--- src/rtl/dmem_pkg.sv ---
// Shared types and helpers for the data-memory load/store sequencer.
//   size_e    : access size encoding as presented on req_size (2'b11 illegal)
//   state_e   : sequencer states
//   misaligned: 1 when size/address combination must be rejected
package dmem_pkg;

  typedef enum logic [1:0] {
    SZ_B = 2'b00,
    SZ_H = 2'b01,
    SZ_W = 2'b10
  } size_e;

  typedef enum logic [1:0] {
    IDLE,
    RD,
    WR,
    RESP
  } state_e;

  localparam int unsigned LANE_W     = 8;
  localparam int unsigned WORD_BYTES = 4;

  // Illegal size (2'b11) is folded in here so acceptance has a single error test.
  function automatic logic misaligned(input logic [1:0] size, input logic [1:0] addr_lo);
    logic bad;
    case (size)
      SZ_B:    bad = 1'b0;
      SZ_H:    bad = addr_lo[0];
      SZ_W:    bad = (addr_lo != 2'b00);
      default: bad = 1'b1;
    endcase
    return bad;
  endfunction

endpackage

--- src/rtl/dmem_ctrl_if.sv ---
// Request/response handshake bundle between the core memory stage and dmem_ctrl.
//   master : core side (drives requests, accepts responses)
//   slave  : controller side
interface dmem_ctrl_if #(
  parameter int unsigned ADDR_W = 32
) ();

  logic              req_valid;
  logic              req_ready;
  logic              req_we;
  logic [1:0]        req_size;
  logic              req_unsigned;
  logic [ADDR_W-1:0] req_addr;
  logic [31:0]       req_wdata;
  logic              rsp_valid;
  logic              rsp_ready;
  logic [31:0]       rsp_rdata;
  logic              rsp_err;

  modport master (
    output req_valid, req_we, req_size, req_unsigned, req_addr, req_wdata, rsp_ready,
    input  req_ready, rsp_valid, rsp_rdata, rsp_err
  );

  modport slave (
    input  req_valid, req_we, req_size, req_unsigned, req_addr, req_wdata, rsp_ready,
    output req_ready, rsp_valid, rsp_rdata, rsp_err
  );

endinterface

--- src/rtl/dmem_lane_unit.sv ---
// Combinational lane logic shared by the load and read-modify-write paths.
//   word_i     : word read from DataMem
//   new_i      : right-aligned store data
//   lane_i     : byte address bits [1:0]
//   size_i     : access size
//   unsigned_i : zero-extend loads when 1
//   ld_data_o  : extracted and extended load data
//   st_word_o  : word_i with the addressed lane(s) replaced by new_i
module dmem_lane_unit
  import dmem_pkg::*;
(
  input  logic [31:0] word_i,
  input  logic [31:0] new_i,
  input  logic [1:0]  lane_i,
  input  size_e       size_i,
  input  logic        unsigned_i,
  output logic [31:0] ld_data_o,
  output logic [31:0] st_word_o
);

  logic [4:0]  b_shift;
  logic [4:0]  h_shift;
  logic [31:0] b_mask;
  logic [31:0] h_mask;
  logic [7:0]  b_val;
  logic [15:0] h_val;

  always_comb begin
    b_shift   = {lane_i, 3'b000};
    h_shift   = {lane_i[1], 4'b0000};
    b_mask    = 32'h0000_00ff << b_shift;
    h_mask    = 32'h0000_ffff << h_shift;
    b_val     = 8'(word_i >> b_shift);
    h_val     = 16'(word_i >> h_shift);
    ld_data_o = word_i;
    st_word_o = new_i;
    case (size_i)
      SZ_B: begin
        ld_data_o = unsigned_i ? {24'h0, b_val} : {{24{b_val[LANE_W-1]}}, b_val};
        // Replicating the byte across all lanes lets the mask pick the target lane.
        st_word_o = (word_i & ~b_mask) | ({WORD_BYTES{new_i[7:0]}} & b_mask);
      end
      SZ_H: begin
        ld_data_o = unsigned_i ? {16'h0, h_val} : {{16{h_val[15]}}, h_val};
        st_word_o = (word_i & ~h_mask) | ({2{new_i[15:0]}} & h_mask);
      end
      default: begin
        ld_data_o = word_i;
        st_word_o = new_i;
      end
    endcase
  end

endmodule

--- src/rtl/dmem_ctrl.sv ---
// Load/store sequencer between the core memory stage and a word-wide DataMem.
//   clk, rst   : clock and synchronous active-high reset
//   bus        : request/response handshake (slave side)
//   mem_addr   : word-aligned DataMem address
//   mem_wdata  : DataMem write data
//   mem_rdata  : DataMem read data
//   mem_rw     : DataMem write strobe, high only in WR and never during reset
// Sub-word stores are done as read-modify-write; misaligned or illegal-size
// requests are answered with rsp_err without any memory access.
module dmem_ctrl
  import dmem_pkg::*;
#(
  parameter int unsigned ADDR_W     = 32,
  parameter int unsigned BIG_RD_LAT = 0
) (
  input  logic              clk,
  input  logic              rst,
  dmem_ctrl_if.slave        bus,
  output logic [ADDR_W-1:0] mem_addr,
  output logic [31:0]       mem_wdata,
  input  logic [31:0]       mem_rdata,
  output logic              mem_rw
);

  localparam int unsigned CNT_W = (BIG_RD_LAT > 0) ? $clog2(BIG_RD_LAT + 1) : 1;

  state_e            state_q,     state_d;
  logic [CNT_W-1:0]  rd_cnt_q,    rd_cnt_d;
  logic              we_q,        we_d;
  size_e             size_q,      size_d;
  logic              uns_q,       uns_d;
  logic [1:0]        lane_q,      lane_d;
  logic [31:0]       wdata_q,     wdata_d;
  logic              rsp_valid_q, rsp_valid_d;
  logic [31:0]       rsp_rdata_q, rsp_rdata_d;
  logic              rsp_err_q,   rsp_err_d;
  logic [ADDR_W-1:0] mem_addr_q,  mem_addr_d;
  logic [31:0]       mem_wdata_q, mem_wdata_d;
  logic              mem_rw_q,    mem_rw_d;

  logic [31:0] ld_data;
  logic [31:0] st_word;

  dmem_lane_unit u_lane (
    .word_i     (mem_rdata),
    .new_i      (wdata_q),
    .lane_i     (lane_q),
    .size_i     (size_q),
    .unsigned_i (uns_q),
    .ld_data_o  (ld_data),
    .st_word_o  (st_word)
  );

  assign bus.req_ready = (state_q == IDLE) && !rst;
  assign bus.rsp_valid = rsp_valid_q;
  assign bus.rsp_rdata = rsp_rdata_q;
  assign bus.rsp_err   = rsp_err_q;
  assign mem_addr      = mem_addr_q;
  assign mem_wdata     = mem_wdata_q;
  assign mem_rw        = mem_rw_q && !rst;

  always_comb begin
    state_d     = state_q;
    rd_cnt_d    = rd_cnt_q;
    we_d        = we_q;
    size_d      = size_q;
    uns_d       = uns_q;
    lane_d      = lane_q;
    wdata_d     = wdata_q;
    rsp_valid_d = rsp_valid_q;
    rsp_rdata_d = rsp_rdata_q;
    rsp_err_d   = rsp_err_q;
    mem_addr_d  = mem_addr_q;
    mem_wdata_d = mem_wdata_q;
    mem_rw_d    = mem_rw_q;
    case (state_q)
      IDLE: begin
        if (bus.req_valid) begin
          we_d     = bus.req_we;
          size_d   = size_e'(bus.req_size);
          uns_d    = bus.req_unsigned;
          lane_d   = bus.req_addr[1:0];
          wdata_d  = bus.req_wdata;
          rd_cnt_d = '0;
          if (misaligned(bus.req_size, bus.req_addr[1:0])) begin
            rsp_valid_d = 1'b1;
            rsp_rdata_d = '0;
            rsp_err_d   = 1'b1;
            state_d     = RESP;
          end else begin
            mem_addr_d = {bus.req_addr[ADDR_W-1:2], 2'b00};
            if (bus.req_we && (bus.req_size == SZ_W)) begin
              mem_wdata_d = bus.req_wdata;
              mem_rw_d    = 1'b1;
              state_d     = WR;
            end else begin
              state_d = RD;
            end
          end
        end
      end
      RD: begin
        if (rd_cnt_q == CNT_W'(BIG_RD_LAT)) begin
          if (we_q) begin
            mem_wdata_d = st_word;
            mem_rw_d    = 1'b1;
            state_d     = WR;
          end else begin
            rsp_valid_d = 1'b1;
            rsp_rdata_d = ld_data;
            rsp_err_d   = 1'b0;
            state_d     = RESP;
          end
        end else begin
          rd_cnt_d = rd_cnt_q + CNT_W'(1);
        end
      end
      WR: begin
        mem_rw_d    = 1'b0;
        rsp_valid_d = 1'b1;
        rsp_rdata_d = '0;
        rsp_err_d   = 1'b0;
        state_d     = RESP;
      end
      RESP: begin
        if (bus.rsp_ready) begin
          rsp_valid_d = 1'b0;
          state_d     = IDLE;
        end
      end
      default: state_d = IDLE;
    endcase
  end

  always_ff @(posedge clk) begin
    if (rst) begin
      state_q     <= IDLE;
      rd_cnt_q    <= '0;
      we_q        <= 1'b0;
      size_q      <= SZ_B;
      uns_q       <= 1'b0;
      lane_q      <= '0;
      wdata_q     <= '0;
      rsp_valid_q <= 1'b0;
      rsp_rdata_q <= '0;
      rsp_err_q   <= 1'b0;
      mem_addr_q  <= '0;
      mem_wdata_q <= '0;
      mem_rw_q    <= 1'b0;
    end else begin
      state_q     <= state_d;
      rd_cnt_q    <= rd_cnt_d;
      we_q        <= we_d;
      size_q      <= size_d;
      uns_q       <= uns_d;
      lane_q      <= lane_d;
      wdata_q     <= wdata_d;
      rsp_valid_q <= rsp_valid_d;
      rsp_rdata_q <= rsp_rdata_d;
      rsp_err_q   <= rsp_err_d;
      mem_addr_q  <= mem_addr_d;
      mem_wdata_q <= mem_wdata_d;
      mem_rw_q    <= mem_rw_d;
    end
  end

endmodule
--- src/flat_wrapper.sv ---
// flat-port wrapper written by rule: the top's interface ports become plain ports
module dmem_ctrl_flat import dmem_pkg::*;
#(
  parameter int unsigned ADDR_W     = 32,
  parameter int unsigned BIG_RD_LAT = 0
)
  (clk, rst, mem_addr, mem_wdata, mem_rdata, mem_rw, bus_req_valid, bus_req_we, bus_req_size, bus_req_unsigned, bus_req_addr, bus_req_wdata, bus_rsp_ready, bus_req_ready, bus_rsp_valid, bus_rsp_rdata, bus_rsp_err);
  dmem_ctrl_if #(.ADDR_W(ADDR_W)) bus_i ();
  input  logic clk;
  input  logic rst;
  output logic [ADDR_W-1:0] mem_addr;
  output logic [31:0] mem_wdata;
  input  logic [31:0] mem_rdata;
  output logic mem_rw;
  input wire logic [$bits(bus_i.req_valid)-1:0] bus_req_valid;
  input wire logic [$bits(bus_i.req_we)-1:0] bus_req_we;
  input wire logic [$bits(bus_i.req_size)-1:0] bus_req_size;
  input wire logic [$bits(bus_i.req_unsigned)-1:0] bus_req_unsigned;
  input wire logic [$bits(bus_i.req_addr)-1:0] bus_req_addr;
  input wire logic [$bits(bus_i.req_wdata)-1:0] bus_req_wdata;
  input wire logic [$bits(bus_i.rsp_ready)-1:0] bus_rsp_ready;
  output wire logic [$bits(bus_i.req_ready)-1:0] bus_req_ready;
  output wire logic [$bits(bus_i.rsp_valid)-1:0] bus_rsp_valid;
  output wire logic [$bits(bus_i.rsp_rdata)-1:0] bus_rsp_rdata;
  output wire logic [$bits(bus_i.rsp_err)-1:0] bus_rsp_err;
  assign bus_i.req_valid = bus_req_valid;
  assign bus_i.req_we = bus_req_we;
  assign bus_i.req_size = bus_req_size;
  assign bus_i.req_unsigned = bus_req_unsigned;
  assign bus_i.req_addr = bus_req_addr;
  assign bus_i.req_wdata = bus_req_wdata;
  assign bus_i.rsp_ready = bus_rsp_ready;
  assign bus_req_ready = bus_i.req_ready;
  assign bus_rsp_valid = bus_i.rsp_valid;
  assign bus_rsp_rdata = bus_i.rsp_rdata;
  assign bus_rsp_err = bus_i.rsp_err;
  dmem_ctrl #(.ADDR_W(ADDR_W), .BIG_RD_LAT(BIG_RD_LAT)) u_core (.clk(clk), .rst(rst), .bus(bus_i), .mem_addr(mem_addr), .mem_wdata(mem_wdata), .mem_rdata(mem_rdata), .mem_rw(mem_rw));
endmodule
--- config.mk ---
export PLATFORM = sky130hd
export DESIGN_NAME = dmem_ctrl_flat
export DESIGN_NICKNAME = d
export VERILOG_FILES = /design/src/rtl/dmem_pkg.sv /design/src/rtl/dmem_ctrl_if.sv /design/src/rtl/dmem_lane_unit.sv /design/src/rtl/dmem_ctrl.sv /design/src/flat_wrapper.sv
export SDC_FILE = /design/constraint.sdc
export NUM_CORES = 1
export LEC_CHECK = 0
export CORE_ASPECT_RATIO = 0.5
export CORE_MARGIN = 2
export CORE_UTILIZATION = 45
export DETAILED_ROUTE_END_ITERATION = 10
export PLACE_DENSITY = 0.77
export SLEW_MARGIN = 20
export SYNTH_ARGS = -nofsm -noshare
export SYNTH_HDL_FRONTEND = slang
export SYNTH_HIERARCHICAL = 1
export SYNTH_SLANG_ARGS = --single-unit
--- constraint.sdc ---
create_clock -name clk -period 3.9 [get_ports clk]
set_input_delay 1.17 -clock clk [delete_from_list [all_inputs] [get_ports clk]]
set_output_delay 1.17 -clock clk [all_outputs]
set_load 0.01 [all_outputs]
==> results.cfg <==
[run_status]
outcome = completed

[synthesis]
synth_flop_cell = dfxtp_1
ys_seq_area_share_pct = 37.04
yosysWarnings = 6
synth_top_family_by_area = simple AND/OR/NAND/NOR gates
yosysUniqueCellTypes = 52
synth_xor_area_share_pct = 0
synth.area.top_cells = dfxtp_1 37%, nand2_1 10%, mux2i_1 9.7%
synth-seq-cells = 137
synth_area_sq_mm = 0.007405
synthSimpleGateAreaFrac_pct = 23.27
synth_top_area_share_pct = 37.04
synth_cells = 878
synth-async-reset-ratio_pct = 0
yosys.area.top_type = dfxtp_1
synthMuxAreaShare_pct = 17.79
synth_compound_area_share_pct = 15.48
synth_edf_count = 0
synthAdderAreaFrac_pct = 1.014
avgSynthCellArea_sq_um = 8.433

[setup_path]
reg2reg_slack_ps = 1290
slowest_stage = clkdlybuf4s50_1
setup.worst_path.start_class = input port
cp_slowest_stage_delay_ps = 560
cpLargestDelayFamily = buffers and inverters
crit_type = input port to primary output
crit_required_ps = 2730
worstRegToRegCells = 7
arrival_ps = 2110
path_buf_inv = 2
crit_fanout = 24
cp-end-kind = primary output
cp.depth = 3
cp_cell_sequence = buf_4 > nor2b_1 > clkdlybuf4s50_1

[finish]
nNetsFinal = 1151
syn_to_final_growth_pct = 35.79
diodes = 0
drive_above_1_share_pct = 11.30
postLayoutCoreUtil_pct = 61.96

[sta]
fin_crit_ps = 3276
maxSlewViolCount = 0
tns_ps = 0
post-route-period-util_pct = 83.99
holdWs_ps = 453.2
slew_headroom_pct = 34.15
layout_setup_ws_ps = 624.2
clock_skew_ps = 8.962
rsz0062_at_grt = no
setup_viol = 0
tightestPinTransition_ps = 982.3
finalHoldViolCount = 0
max_freq_ghz = 0.3053

[cts]
clockBufferDepth = 2
post_cts_resized = 0
clk_latency_ps = 420
post-cts-setup-buffers = 0
cts_sinks = 137
cts_made_buffers = 17
cts-root-buf = clkbuf_16
path_clk_slew_ps = 60
hold_buffers = 0
htreeDepth = 4
cts_tree = done

[power_and_ir_drop]
total_leakage_power_nw = 3.788
power_density_mw_per_mm2 = 595.3
irDropWorstVdd_mv = 0.3279

[min_path]
min_path_cells = 2
hp-class = flip-flop to flip-flop

[die]
io_pins = 204
fp.coreArea_sq_mm = 0.01623
dieArea_sq_mm = 0.01756
dieHeight_um = 94.71
rows = 33
start_util_pct = 45.63
fp.dieW_um = 185.4

[drt]
vias = 6966
post-route-drc-count = 0
drtIter0Drc = 599
wl_um = 22950
ant_nets = 0
dr.pass1.iters = 6
viasPerCell = 5.442
wl_per_cell_um = 17.93

[place]
place_ws_ps = 638.9
port_buffers = 201
place_hpwl_um = 16400
gp_congestion = 0.8808

[global_routing]
grt_pass1_wl_um = 35860
grt.total_usage_pct = 26.31
antenna_found_initial = 1
grt_pass1_vias = 6645
overflow = 0
grt_max_degree = 88

[job]
drv_cap = 0
[where the power goes]
group | internal (mW) | switching (mW)
clock network | 0.943 | 0.659
registers | 1.68 | 0.242
logic | 1.24 | 1.23
[cells in the final DEF (no fill, tap or decap), types with 5 or more instances in the layout]
| cell | count |
|---|---|
| a21oi_1 | 79 |
| a221o_1 | 23 |
| a22oi_1 | 8 |
| and2_1 | 17 |
| buf_4 | 16 |
| clkbuf_16 | 17 |
| clkdlybuf4s50_1 | 200 |
| dfxtp_1 | 136 |
| ha_1 | 5 |
| inv_1 | 7 |
| mux2_2 | 13 |
| mux2_4 | 30 |
| mux2i_1 | 72 |
| nand2_1 | 205 |
| nand2b_1 | 33 |
| nand3b_1 | 9 |
| nor2_1 | 46 |
| nor2b_1 | 36 |
| o211ai_1 | 18 |
| o221ai_1 | 7 |
| o22ai_1 | 8 |
| o31ai_1 | 8 |
| or2_2 | 9 |
[per-stage QoR]
step / std cells / area (sq um) / total power, mW
finish: 1280 / 10050 / 5.986
CTS: 1280 / 10050 / 5.988
floorplan: 879 / 7408 / 3.509
global placement: 1249 / 9467 / 4.322
global route: 1280 / 10050 / 6.285
detailed placement: 1249 / 9474 / 4.368
[Yosys cell counts (all sizes together) (2+ instances only)]
cell type and n:
o21ai 4, nand2b 33, ha 6, a21o 2, and2 17, o31ai 8, or2 9, nand3 5
nor2 47, buf 40, nand2 205, inv 8, nand3b 9, a221o 23, clkbuf 33, nor3 3
o22ai 8, mux2i 72, mux2 43, o211ai 18, a22oi 9, o221ai 7, nor2b 37, dfxtp 137
a21oi 81
[per-layer routing]
| metal | vias to the layer above | part of all wire [%] | global-route usage [%] |
|---|---|---|---|
| li1 | 3325 | - | - |
| met1 | 3324 | 43 | 34.20 |
| met2 | 272 | 46 | 41.98 |
| met3 | 43 | 9.1 | 7.482 |
| met4 | 2 | 2.3 | 9.259 |
| met5 | - | 0.057 | 0 |
[tightest hold or removal path, delay by kind of cell, from the launching register on]
kind / cells / cell delay, ps
flops: 1 / 310
simple gates: 1 / 50
compound gates: 1 / 50
[final timing paths]
path                       start              endpoint
min          u_core/mem_addr[11]   u_core/mem_addr[11]
max                          rst                mem_rw
max reg2reg     u_core/lane_q[1]  u_core/mem_wdata[16]
min reg2reg  u_core/mem_addr[11]   u_core/mem_addr[11]
[state kept, by name, summed over array words and instances, names as in the netlist]
signal and count:
u_core/mem_addr 30, u_core/mem_rw_q 1, u_core/we_q 1, u_core/size_q 2, u_core/mem_wdata 32, u_core/lane_q 2
u_core/bus.rsp_valid 1, u_core/state_q 2, u_core/bus.rsp_rdata 32, u_core/uns_q 1, u_core/bus.rsp_err 1, u_core/wdata_q 32
[cell type report]
class                           instances  area, sq um
Clock inverter                         14        150.1
Timing Repair Buffer                  216         2122
Multi-Input combinational cell        661         4299
Fill cell                            1402         6172
Clock buffer                           17        425.4
Tap cell                              227        284.0
Sequential cell                       137         2744
Inverter                                8        30.03
[logic make-up after synthesis]
family	count (synthesis)
adder cells (fa/ha/maj)	6
multiplexers	115
AND/OR/NAND/NOR	370
other	1
AO/OA/AOI/OAI	168
flip-flops	137
buffers and inverters	81
Note: power is estimated with default switching activity, not from simulation.
